<file path="src/rtl/fadd_prealign_pkg.sv">
// Shared types and constants for the single-precision adder front end.
package addpkg;

  localparam int EXP_W     = 8;
  localparam int SIG_W     = 23;
  localparam int BIAS      = 127;
  localparam int MAX_SHIFT = 26;

  // Field view of an IEEE-754 single-precision word.
  typedef struct packed {
    logic             sign;
    logic [EXP_W-1:0] exp;
    logic [SIG_W-1:0] sig;
  } fp_fields_t;

  // Same 32 bits seen either as a raw word or as fields.
  typedef union packed {
    logic [EXP_W+SIG_W:0] word;
    fp_fields_t           f;
  } fp_t;

  typedef enum logic {
    OP_ADD = 1'b0,
    OP_SUB = 1'b1
  } op_e;

endpackage

</file>
<file path="src/rtl/fadd_exp_diff.sv">
// Effective exponents of both operands and their comparison. Purely combinational.
module fadd_exp_diff #(
  parameter int EXP_W = addpkg::EXP_W
) (
  input  logic [EXP_W-1:0] exp1,
  input  logic [EXP_W-1:0] exp2,
  output logic             n1,
  output logic             n2,
  output logic [EXP_W-1:0] exp1_d,
  output logic [EXP_W-1:0] exp2_d,
  output logic [EXP_W-1:0] exp_r,
  output logic [EXP_W-1:0] diff,
  output logic             borrow
);

  logic [EXP_W:0] sub_ab;

  // Denormals and zero behave as exponent 1 with no hidden bit; then compare.
  always_comb begin
    // NOTE: every output gets a value before any branch so no latch can be inferred.
    n1     = |exp1;
    n2     = |exp2;
    exp1_d = n1 ? exp1 : EXP_W'(1);
    exp2_d = n2 ? exp2 : EXP_W'(1);
    // One extra bit so the top bit is a clean borrow instead of a wrapped value.
    sub_ab = {1'b0, exp1_d} - {1'b0, exp2_d};
    borrow = sub_ab[EXP_W];
    diff   = borrow ? (exp2_d - exp1_d) : sub_ab[EXP_W-1:0];
    exp_r  = borrow ? exp2_d : exp1_d;
  end

endmodule

</file>
<file path="src/rtl/fadd_prealign.sv">
// Alignment front end of the FP adder: normalises denormals, compares
// exponents, orders the operands by magnitude and decides sign/complement.
// All outputs are registered with one cycle of latency.
module fadd_prealign #(
  parameter int EXP_W     = addpkg::EXP_W,
  parameter int SIG_W     = addpkg::SIG_W,
  parameter int MAX_SHIFT = addpkg::MAX_SHIFT
) (
  input  logic             clk,
  input  logic             reset,
  input  logic             in_valid,
  input  logic             opcode,
  input  logic             sign1,
  input  logic [EXP_W-1:0] exp1,
  input  logic [SIG_W-1:0] sig1,
  input  logic             sign2,
  input  logic [EXP_W-1:0] exp2,
  input  logic [SIG_W-1:0] sig2,
  output logic             out_valid,
  output logic [1:0]       n_concat,
  output logic [EXP_W-1:0] exp1_d,
  output logic [EXP_W-1:0] exp2_d,
  output logic [EXP_W-1:0] exp_r,
  output logic [EXP_W-1:0] diff,
  output logic [EXP_W-1:0] shift,
  output logic             borrow,
  output logic             swap,
  output logic [SIG_W:0]   sig_big,
  output logic [SIG_W:0]   sig_small,
  output logic             complement,
  output logic             sign_r
);

  import addpkg::*;

  // Combinational results of the exponent comparator.
  logic             n1_c, n2_c;
  logic [EXP_W-1:0] exp1_c, exp2_c, exp_r_c, diff_c;
  logic             borrow_c;

  // Combinational results of the ordering / sign decision.
  logic [SIG_W:0]   mag1_c, mag2_c;
  logic [EXP_W-1:0] shift_c;
  logic             swap_c, is_sub_c, equal_mag_c, complement_c, sign_r_c;

  // Register next-state and state.
  logic             out_valid_d, out_valid_q;
  logic [1:0]       n_concat_d, n_concat_q;
  logic [EXP_W-1:0] exp1_d_d, exp1_d_q;
  logic [EXP_W-1:0] exp2_d_d, exp2_d_q;
  logic [EXP_W-1:0] exp_r_d, exp_r_q;
  logic [EXP_W-1:0] diff_d, diff_q;
  logic [EXP_W-1:0] shift_d, shift_q;
  logic             borrow_d, borrow_q;
  logic             swap_d, swap_q;
  logic [SIG_W:0]   sig_big_d, sig_big_q;
  logic [SIG_W:0]   sig_small_d, sig_small_q;
  logic             complement_d, complement_q;
  logic             sign_r_d, sign_r_q;

  fadd_exp_diff #(
    .EXP_W (EXP_W)
  ) u_exp_diff (
    .exp1   (exp1),
    .exp2   (exp2),
    .n1     (n1_c),
    .n2     (n2_c),
    .exp1_d (exp1_c),
    .exp2_d (exp2_c),
    .exp_r  (exp_r_c),
    .diff   (diff_c),
    .borrow (borrow_c)
  );

  // Saturate the shift, order operands by magnitude, decide sign and complement.
  always_comb begin
    mag1_c       = {n1_c, sig1};
    mag2_c       = {n2_c, sig2};
    shift_c      = (diff_c > EXP_W'(MAX_SHIFT)) ? EXP_W'(MAX_SHIFT) : diff_c;
    // Equal exponents fall back to the significands; exact ties keep op1 as big.
    swap_c       = borrow_c || ((diff_c == '0) && (mag1_c < mag2_c));
    equal_mag_c  = (diff_c == '0) && (mag1_c == mag2_c);
    is_sub_c     = (op_e'(opcode) == OP_SUB);
    complement_c = sign1 ^ sign2 ^ is_sub_c;
    // The result takes the sign of the larger term; op2's term sign flips on subtract.
    sign_r_c     = swap_c ? (sign2 ^ is_sub_c) : sign1;
    // x - x rounds to +0 under round-to-nearest.
    if (complement_c && equal_mag_c) begin
      sign_r_c = 1'b0;
    end
  end

  // Next state: load the new decision on in_valid, otherwise hold.
  always_comb begin
    out_valid_d  = in_valid;
    n_concat_d   = n_concat_q;
    exp1_d_d     = exp1_d_q;
    exp2_d_d     = exp2_d_q;
    exp_r_d      = exp_r_q;
    diff_d       = diff_q;
    shift_d      = shift_q;
    borrow_d     = borrow_q;
    swap_d       = swap_q;
    sig_big_d    = sig_big_q;
    sig_small_d  = sig_small_q;
    complement_d = complement_q;
    sign_r_d     = sign_r_q;
    if (in_valid) begin
      n_concat_d   = {n1_c, n2_c};
      exp1_d_d     = exp1_c;
      exp2_d_d     = exp2_c;
      exp_r_d      = exp_r_c;
      diff_d       = diff_c;
      shift_d      = shift_c;
      borrow_d     = borrow_c;
      swap_d       = swap_c;
      sig_big_d    = swap_c ? mag2_c : mag1_c;
      sig_small_d  = swap_c ? mag1_c : mag2_c;
      complement_d = complement_c;
      sign_r_d     = sign_r_c;
    end
  end

  // Output registers with synchronous reset.
  always_ff @(posedge clk) begin
    // NOTE: reset is sampled on the clock edge only; it clears every output flop, valid included.
    if (reset) begin
      out_valid_q  <= 1'b0;
      n_concat_q   <= '0;
      exp1_d_q     <= '0;
      exp2_d_q     <= '0;
      exp_r_q      <= '0;
      diff_q       <= '0;
      shift_q      <= '0;
      borrow_q     <= 1'b0;
      swap_q       <= 1'b0;
      sig_big_q    <= '0;
      sig_small_q  <= '0;
      complement_q <= 1'b0;
      sign_r_q     <= 1'b0;
    end else begin
      // NOTE: non-blocking so every flop samples the values from before this edge.
      out_valid_q  <= out_valid_d;
      n_concat_q   <= n_concat_d;
      exp1_d_q     <= exp1_d_d;
      exp2_d_q     <= exp2_d_d;
      exp_r_q      <= exp_r_d;
      diff_q       <= diff_d;
      shift_q      <= shift_d;
      borrow_q     <= borrow_d;
      swap_q       <= swap_d;
      sig_big_q    <= sig_big_d;
      sig_small_q  <= sig_small_d;
      complement_q <= complement_d;
      sign_r_q     <= sign_r_d;
    end
  end

  assign out_valid  = out_valid_q;
  assign n_concat   = n_concat_q;
  assign exp1_d     = exp1_d_q;
  assign exp2_d     = exp2_d_q;
  assign exp_r      = exp_r_q;
  assign diff       = diff_q;
  assign shift      = shift_q;
  assign borrow     = borrow_q;
  assign swap       = swap_q;
  assign sig_big    = sig_big_q;
  assign sig_small  = sig_small_q;
  assign complement = complement_q;
  assign sign_r     = sign_r_q;

endmodule

</file>
<file path="config.mk">
export PLATFORM = sky130hd
export DESIGN_NAME = fadd_prealign
export DESIGN_NICKNAME = d
export VERILOG_FILES = /design/src/rtl/fadd_prealign_pkg.sv /design/src/rtl/fadd_exp_diff.sv /design/src/rtl/fadd_prealign.sv
export SDC_FILE = /design/constraint.sdc
export NUM_CORES = 1
export LEC_CHECK = 0
export CORE_MARGIN = 8
export CORE_UTILIZATION = 50
export DETAILED_ROUTE_END_ITERATION = 16
export PLACE_DENSITY = 0.82
export SETUP_SLACK_MARGIN = 0.4
export SLEW_MARGIN = 20
export SYNTH_ARGS = -nofsm -noshare
export SYNTH_HDL_FRONTEND = slang
export SYNTH_SLANG_ARGS = --single-unit
</file>
<file path="constraint.sdc">
create_clock -name clk -period 6.9 [get_ports clk]
set_input_delay 1.725 -clock clk [delete_from_list [all_inputs] [get_ports clk]]
set_output_delay 1.725 -clock clk [all_outputs]
set_load 0.005 [all_outputs]
</file>
==> metrics, run 1 <==
setup TNS=0 ns; Fmax=0.1595 GHz; Rel. slew slack=0.2810; Post-Syn Area per Cell=9.110 µm²; Slew Viols, Final=0; count of final hold-check violations=0; Tmin final=approximately 6.3 ns; Seq cells post-synth=95; top-area cell type share of the netlist area=0.3057; fin crit share=0.9085; Antenna diodes=0; Layout Skew=0 ns; Synth Area in Simple Gates=0.1611; hold path depth=2; Top-Level Pins=163; Nets=912; dpl cells=about 960; Synth Warn #=0; Core Footprint=0.01206 mm²; largest cells by area after synthesis=dfxtp_1 31%, a2111oi_2 19%, nor2_1 8.9%; sequential area share after synthesis=0.3057; post-synthesis mux area share=0.02916; RSZ-0062 raised after global routing=false; largest family of logic cells by synthesized area=compound AO/OA/AOI/OAI gates; register-to-register setup slack=6.03 ns; Final Non-Filler Cells=977; hpwl dp=14.35 mm; Die Ht=roughly 130 µm; XOR/XNOR Fraction of Synth Area=0.007038; Post-synth EDFFs=0; final setup violation count=0; antenna violations before repair=0; GP Congestion=0.8702; die area=0.01627 mm²; Port Buffers=around 160; Worst setup SP type=input port; CTS root buffer=clkbuf_16; CP Capture Type=flip-flop; synth unique cells=65; DRT Pass-1 Iters=6; WL final=between 15 and 20 mm; Remaining DRCs=0; Post-Synth Adder-Cell Area=0.08285; Initial Util=0.5159; largest area contributor in the netlist=dfxtp_1; H-tree Lvls=3; count leader, synth=nor2_1; drt initial violations=approximately 530; worst-case reg-to-reg path depth=2; worst hold path class=reg -> reg; peak supply drop=0.1644 mV; dominant synthesized flop cell=dfxtp_1; vias in the first global route=approximately 6,100; Post-CTS Hold Buffers=0; worst path arrival time=6.51 ns; CP max FO=13; Vias per Instance=6.031; row count=40; routed vias=~5,900; status=complete, no violations; Mapped Nets=791; worst r2r src=sig_big[7]; Antenna Nets Post-Route=0; worst hold endpoint=exp_r[0]; Die Wd=127.6 µm; area grow syn2layout=32.11%; first-pass GRT wire length=31.79 mm; Mapped Cells=683; clock buffer depth=2; worst-margin pin slew=between 1 and 1.5 ns; CTS tree=done; total track usage=0.2388; clock transition at the registers of the reported paths=0.07 ns; GR Overflow Total=0; Pwr Density=212.9 mW/mm²; routed length per instance=20.46 µm; Setup CP Type=in -> reg; largest net degree at the start of global routing=66; Num CTS Buffers=9; Crit path required time=7.15 ns; post-synthesis compound-gate area fraction=0.3258; Async S/R FF share, synth=0; max-cap violations=0; Sink Count=95; layout cells sized above 1=0.1669; Worst-Skew Late Latency=between 0.3 and 0.4 ns; Leak=3.133 nW; Worst Min Path Start=exp_r[0]; Post-synth top cells=147 x nor2_1, 95 x dfxtp_1, 79 x a2111oi_2; Cell Area, Synth=0.006222 mm²; RR Endpoint=sig_big[7]
[cell usage in the layout (no fill, tap or decap), types with 16 or more instances in the layout]
master / instances
a2111oi_2: 80
a21oi_1: 16
buf_4: 18
clkdlybuf4s50_1: 160
dfxtp_1: 95
ha_1: 38
inv_1: 43
mux2i_1: 17
nand2_1: 27
nor2_1: 147
[routing by layer]
layer,wire length (µm),part of all wire,vias to the layer above,global-route usage
met2,9936,0.50,277,0.4129
met4,469,0.023,0,0.1015
met1,7963,0.40,2837,0.2723
met3,1625,0.081,36,0.06323
li1,-,-,2742,-
met5,0,0,-,0
[cells by family after synthesis]
kind of cell | Yosys count
mux | 18
simple gates | 224
xor+xnor | 5
fa+ha+maj | 40
buf+inv | 116
flops | 95
compound gates | 185
[worst max-delay path: stages]
cell and delay (ns):
clkdlybuf4s50_1 0.53, or4_4 0.58, o41ai_4 0.37, nor2_1 0.12, fa_1 0.39, and2b_1 0.25
o31ai_2 0.10, a21oi_2 0.22, buf_4 0.24, nor2_1 0.10, o31ai_2 0.56, o2111a_1 0.74
a2111oi_1 0.20, a2111oi_2 0.37
[worst max path at each step]
stage               cells after the start    start       endpoint
floorplan                              15  exp1[6]     sig_big[0]
global placement                       14  exp1[2]  sig_small[18]
detailed placement                     15  exp1[2]     sig_big[1]
CTS                                    14  exp1[2]     sig_big[1]
global route                           15  exp1[2]     sig_big[8]
finish                                 14  exp1[2]  sig_small[10]
[flip-flops by register name, summed over array words and instances, names as in the netlist]
| register | flops |
|---|---|
| sig_big | 24 |
| n_concat | 2 |
| exp1_d | 8 |
| sig_small | 24 |
| borrow | 1 |
| swap | 1 |
| sign_r | 1 |
| diff | 8 |
| exp_r | 8 |
| complement | 1 |
| exp2_d | 8 |
| out_valid | 1 |
| shift | 8 |
[metrics by stage]
step                      cell area [µm²]  setup slack, ns  hold WS (ns)  total power [W]  utilization
after detailed placement             7835           0.3141        0.4483         0.001163       0.6496
after global routing                 8220           0.4470        0.4921         0.001823       0.6815
after CTS                            8182           0.6337        0.4686         0.001743       0.6783
after floorplan                      6222            1.418        0.4548        0.0009500            -
after global placement               7835           0.4704        0.4448         0.001148       0.6496
final                                8220           0.6313        0.4711         0.001750       0.6815
[where the power goes]
group	leakage, nW	total (W)	switching, W	internal [W]
clock	0.165	0.000583	0.000225	0.000358
sequential	0.788	0.000625	0.0000288	0.000596
combinational	2.18	0.000543	0.000295	0.000248
[layout make-up]
type / count / area (µm²)
clock buffer: 10 / 229.0
timing repair buffer: 181 / 1797
sequential: 95 / 1902
inverter: 44 / 166.4
fill: 926 / 3841
tap: 168 / 210.2
clock inverter: 6 / 117.6
multi-input combinational: 473 / 3799
[timing repair]
action,4_1_cts,5_1_grt
setup buffers,0,3
gates resized for setup,0,1
endpoints found under the setup margin,0,10
Note: power is estimated with default switching activity, not from simulation.
==> inputs of run 2 (changes only) <==
- HOLD_SLACK_MARGIN: unset -> 0.02
- SETUP_SLACK_MARGIN: 0.4 -> unset
- clock period: 6.9 -> 7 ns (I/O delays scaled with it)
==> metrics, run 2 (synthesis results as in run 1) <==
status=complete, no violations; area grow syn2layout=30.87%; CP delay by family, top=compound AO/OA/AOI/OAI gates; row count=40 (unchanged); Vias per Instance=6.036 (about the same); CP max FO=17 (+4); # Post-CTS Setup Buffers=0 (unchanged); Die Ht=127.6 µm (unchanged); fin crit share=0.8974; max-cap violations=0 (unchanged); Remaining DRCs=0 (unchanged); largest stage delay on the critical path=0.58 ns (-0.16 ns); worst hold endpoint=shift[7]; Slew Viols, Final=0 (unchanged); Comb power frac=0.317 (+0.007); Initial Util=0.5159 (unchanged); hpwl dp=14.22 mm (-0.94%); Worst-Skew Late Latency=0.35 ns (about the same); CTS root buffer=clkbuf_16; Top-Level Pins=163 (unchanged); Port Buffers=162 (unchanged); most frequent cells in the layout=160 x clkdlybuf4s50_1, 147 x nor2_1, 95 x dfxtp_1, 79 x a2111oi_2, 43 x inv_1; clock transition at the registers of the reported paths=0.07 ns (about the same); Antenna diodes=0 (unchanged); Pwr Density=202.3 mW/mm² (-5.0%); GR Overflow Total=0 (unchanged); CTS tree=done; vias in the first global route=5,912 (-3.8%); worst r2r src=sig_small[12]; Fillers=953 (+2.9%); Rel. slew slack=0.2949 (+0.01383); Sink Count=95 (unchanged); commonest non-fill, non-tap cell in the layout=clkdlybuf4s50_1; register-to-register setup slack=6.09 ns (+0.06 ns); die area=0.01627 mm² (unchanged); WHS=0.4699 ns (-0.001147 ns); Worst setup SP type=input port; count of final hold-check violations=0 (unchanged); first-pass GRT wire length=30.76 mm (-3.2%); CP Capture Type=flip-flop; drt initial violations=530 (-0.75%); routed vias=5,873 (-0.32%); Core Footprint=0.01206 mm² (unchanged); clock share of power=0.310 (-0.023); WL final=19.31 mm (-3.4%); Slowest cell on crit path=or4_4; worst hold path class=reg -> reg; largest net degree at the start of global routing=66 (unchanged); Antenna Nets Post-Route=0 (unchanged); Leak=3.096 nW (-1.2%); critical path cell sequence=clkdlybuf4s50_1, or4_4, o41ai_4, nor2_1, fa_1, and2b_1, o31ai_2, a21o_2, nor3b_1, o31a_1, o2111a_2, buf_4, a2111oi_1, a2111oi_2; GP Congestion=0.9027 (+3.7%); clock buffer depth=2 (unchanged); hold path depth=1 (-1); Num CTS Buffers=9 (unchanged); RSZ-0062 raised after global routing=false; worst path arrival time=6.50 ns (about the same); sequential power share=0.373 (+0.016); Setup CP Type=in -> reg; antenna violations before repair=0 (unchanged); Sw Ratio=0.3224 (+0.008961); Critical Path Start=exp1[2]; peak supply drop=0.1361 mV (-17%); RR Endpoint=sig_small[12]; buffers and inverters on the worst path=2 (unchanged); Nets=908 (-0.44%); internal power=0.001116 W (-7.1%); sw power=0.0005312 W (-3.2%); H-tree Lvls=3 (unchanged); final setup violation count=0 (unchanged); cts repair resizes=0 (unchanged); Fmax=0.1592 GHz; Post-CTS Hold Buffers=0 (unchanged); DRT Pass-1 Iters=5 (-1); Die Wd=127.6 µm (unchanged); Worst Min Path Start=shift[7]; setup TNS=0 ns (unchanged); multi-input logic area=0.003782 mm² (-0.43%); total track usage=0.2313 (-0.007486); final core occ=0.6751 (-0.006431); Crit path required time=7.22 ns (+0.07 ns); worst-case reg-to-reg path depth=2 (unchanged); routed length per instance=19.84 µm (-3.0%); Register Area=0.001902 mm² (unchanged); Tmin final=6.282 ns; worst-margin pin slew=1.058 ns (-0.02075 ns); layout cells sized above 1=0.1640 (-0.002898); Layout Skew=0 ns (unchanged)
## run 2: worst register-to-register path, cell delays in order, from the launching register on
cell and delay [ns]:
dfxtp_1 0.34, nor2_1 0.06, a2111oi_2 0.38
## run 2: worst max-delay path by stage
stage	endpoint	cells after the start
after floorplan	sig_big[0]	15
after global placement	sig_small[20]	14
after detailed placement	sig_small[12]	14
after CTS	sig_small[12]	14
after global routing	sig_big[19]	14
final	sig_small[12]	14
## run 2: cell type report
| cell class | instances | share of cell area |
|---|---|---|
| well taps | 168 | 0.02581 |
| clock inverters | 6 | 0.008451 |
| flip-flops and latches | 95 | 0.2336 |
| multi-input cells | 472 | 0.4645 |
| repair buffers | 178 | 0.2179 |
| clock buffers | 10 | 0.02935 |
| inverters | 44 | 0.02044 |
## run 2: per-layer routing
metal	vias to the layer above	part of all wire	GRT usage
li1	2741	-	-
met1	2870	0.41	0.2699
met2	230	0.51	0.4154
met3	32	0.066	0.04160
met4	0	0.018	0.07978
met5	-	0	0
## run 2: per-stage QoR
stage / cells / setup WS [ns] / total power (W) / instance area (µm²)
global route: 973 / 0.5435 / 0.001720 / 8143
finish: 973 / 0.7182 / 0.001648 / 8143
detailed placement: 957 / 0.3870 / 0.001147 / 7835
global placement: 957 / 0.5751 / 0.001135 / 7835
floorplan: 683 / 1.493 / 0.0009364 / 6222
CTS: 973 / 0.7409 / 0.001655 / 8143
## run 2: power by group through the flow
| stage | registers [W] | logic, W | clock network (W) |
|---|---|---|---|
| global placement | 0.000626 | 0.000509 | 0 |
| CTS | 0.000615 | 0.000523 | 0.000517 |
| floorplan | 0.000625 | 0.000311 | 0 |
| finish | 0.000615 | 0.000522 | 0.000510 |
| detailed placement | 0.000627 | 0.000520 | 0 |
| global route | 0.000620 | 0.000563 | 0.000538 |
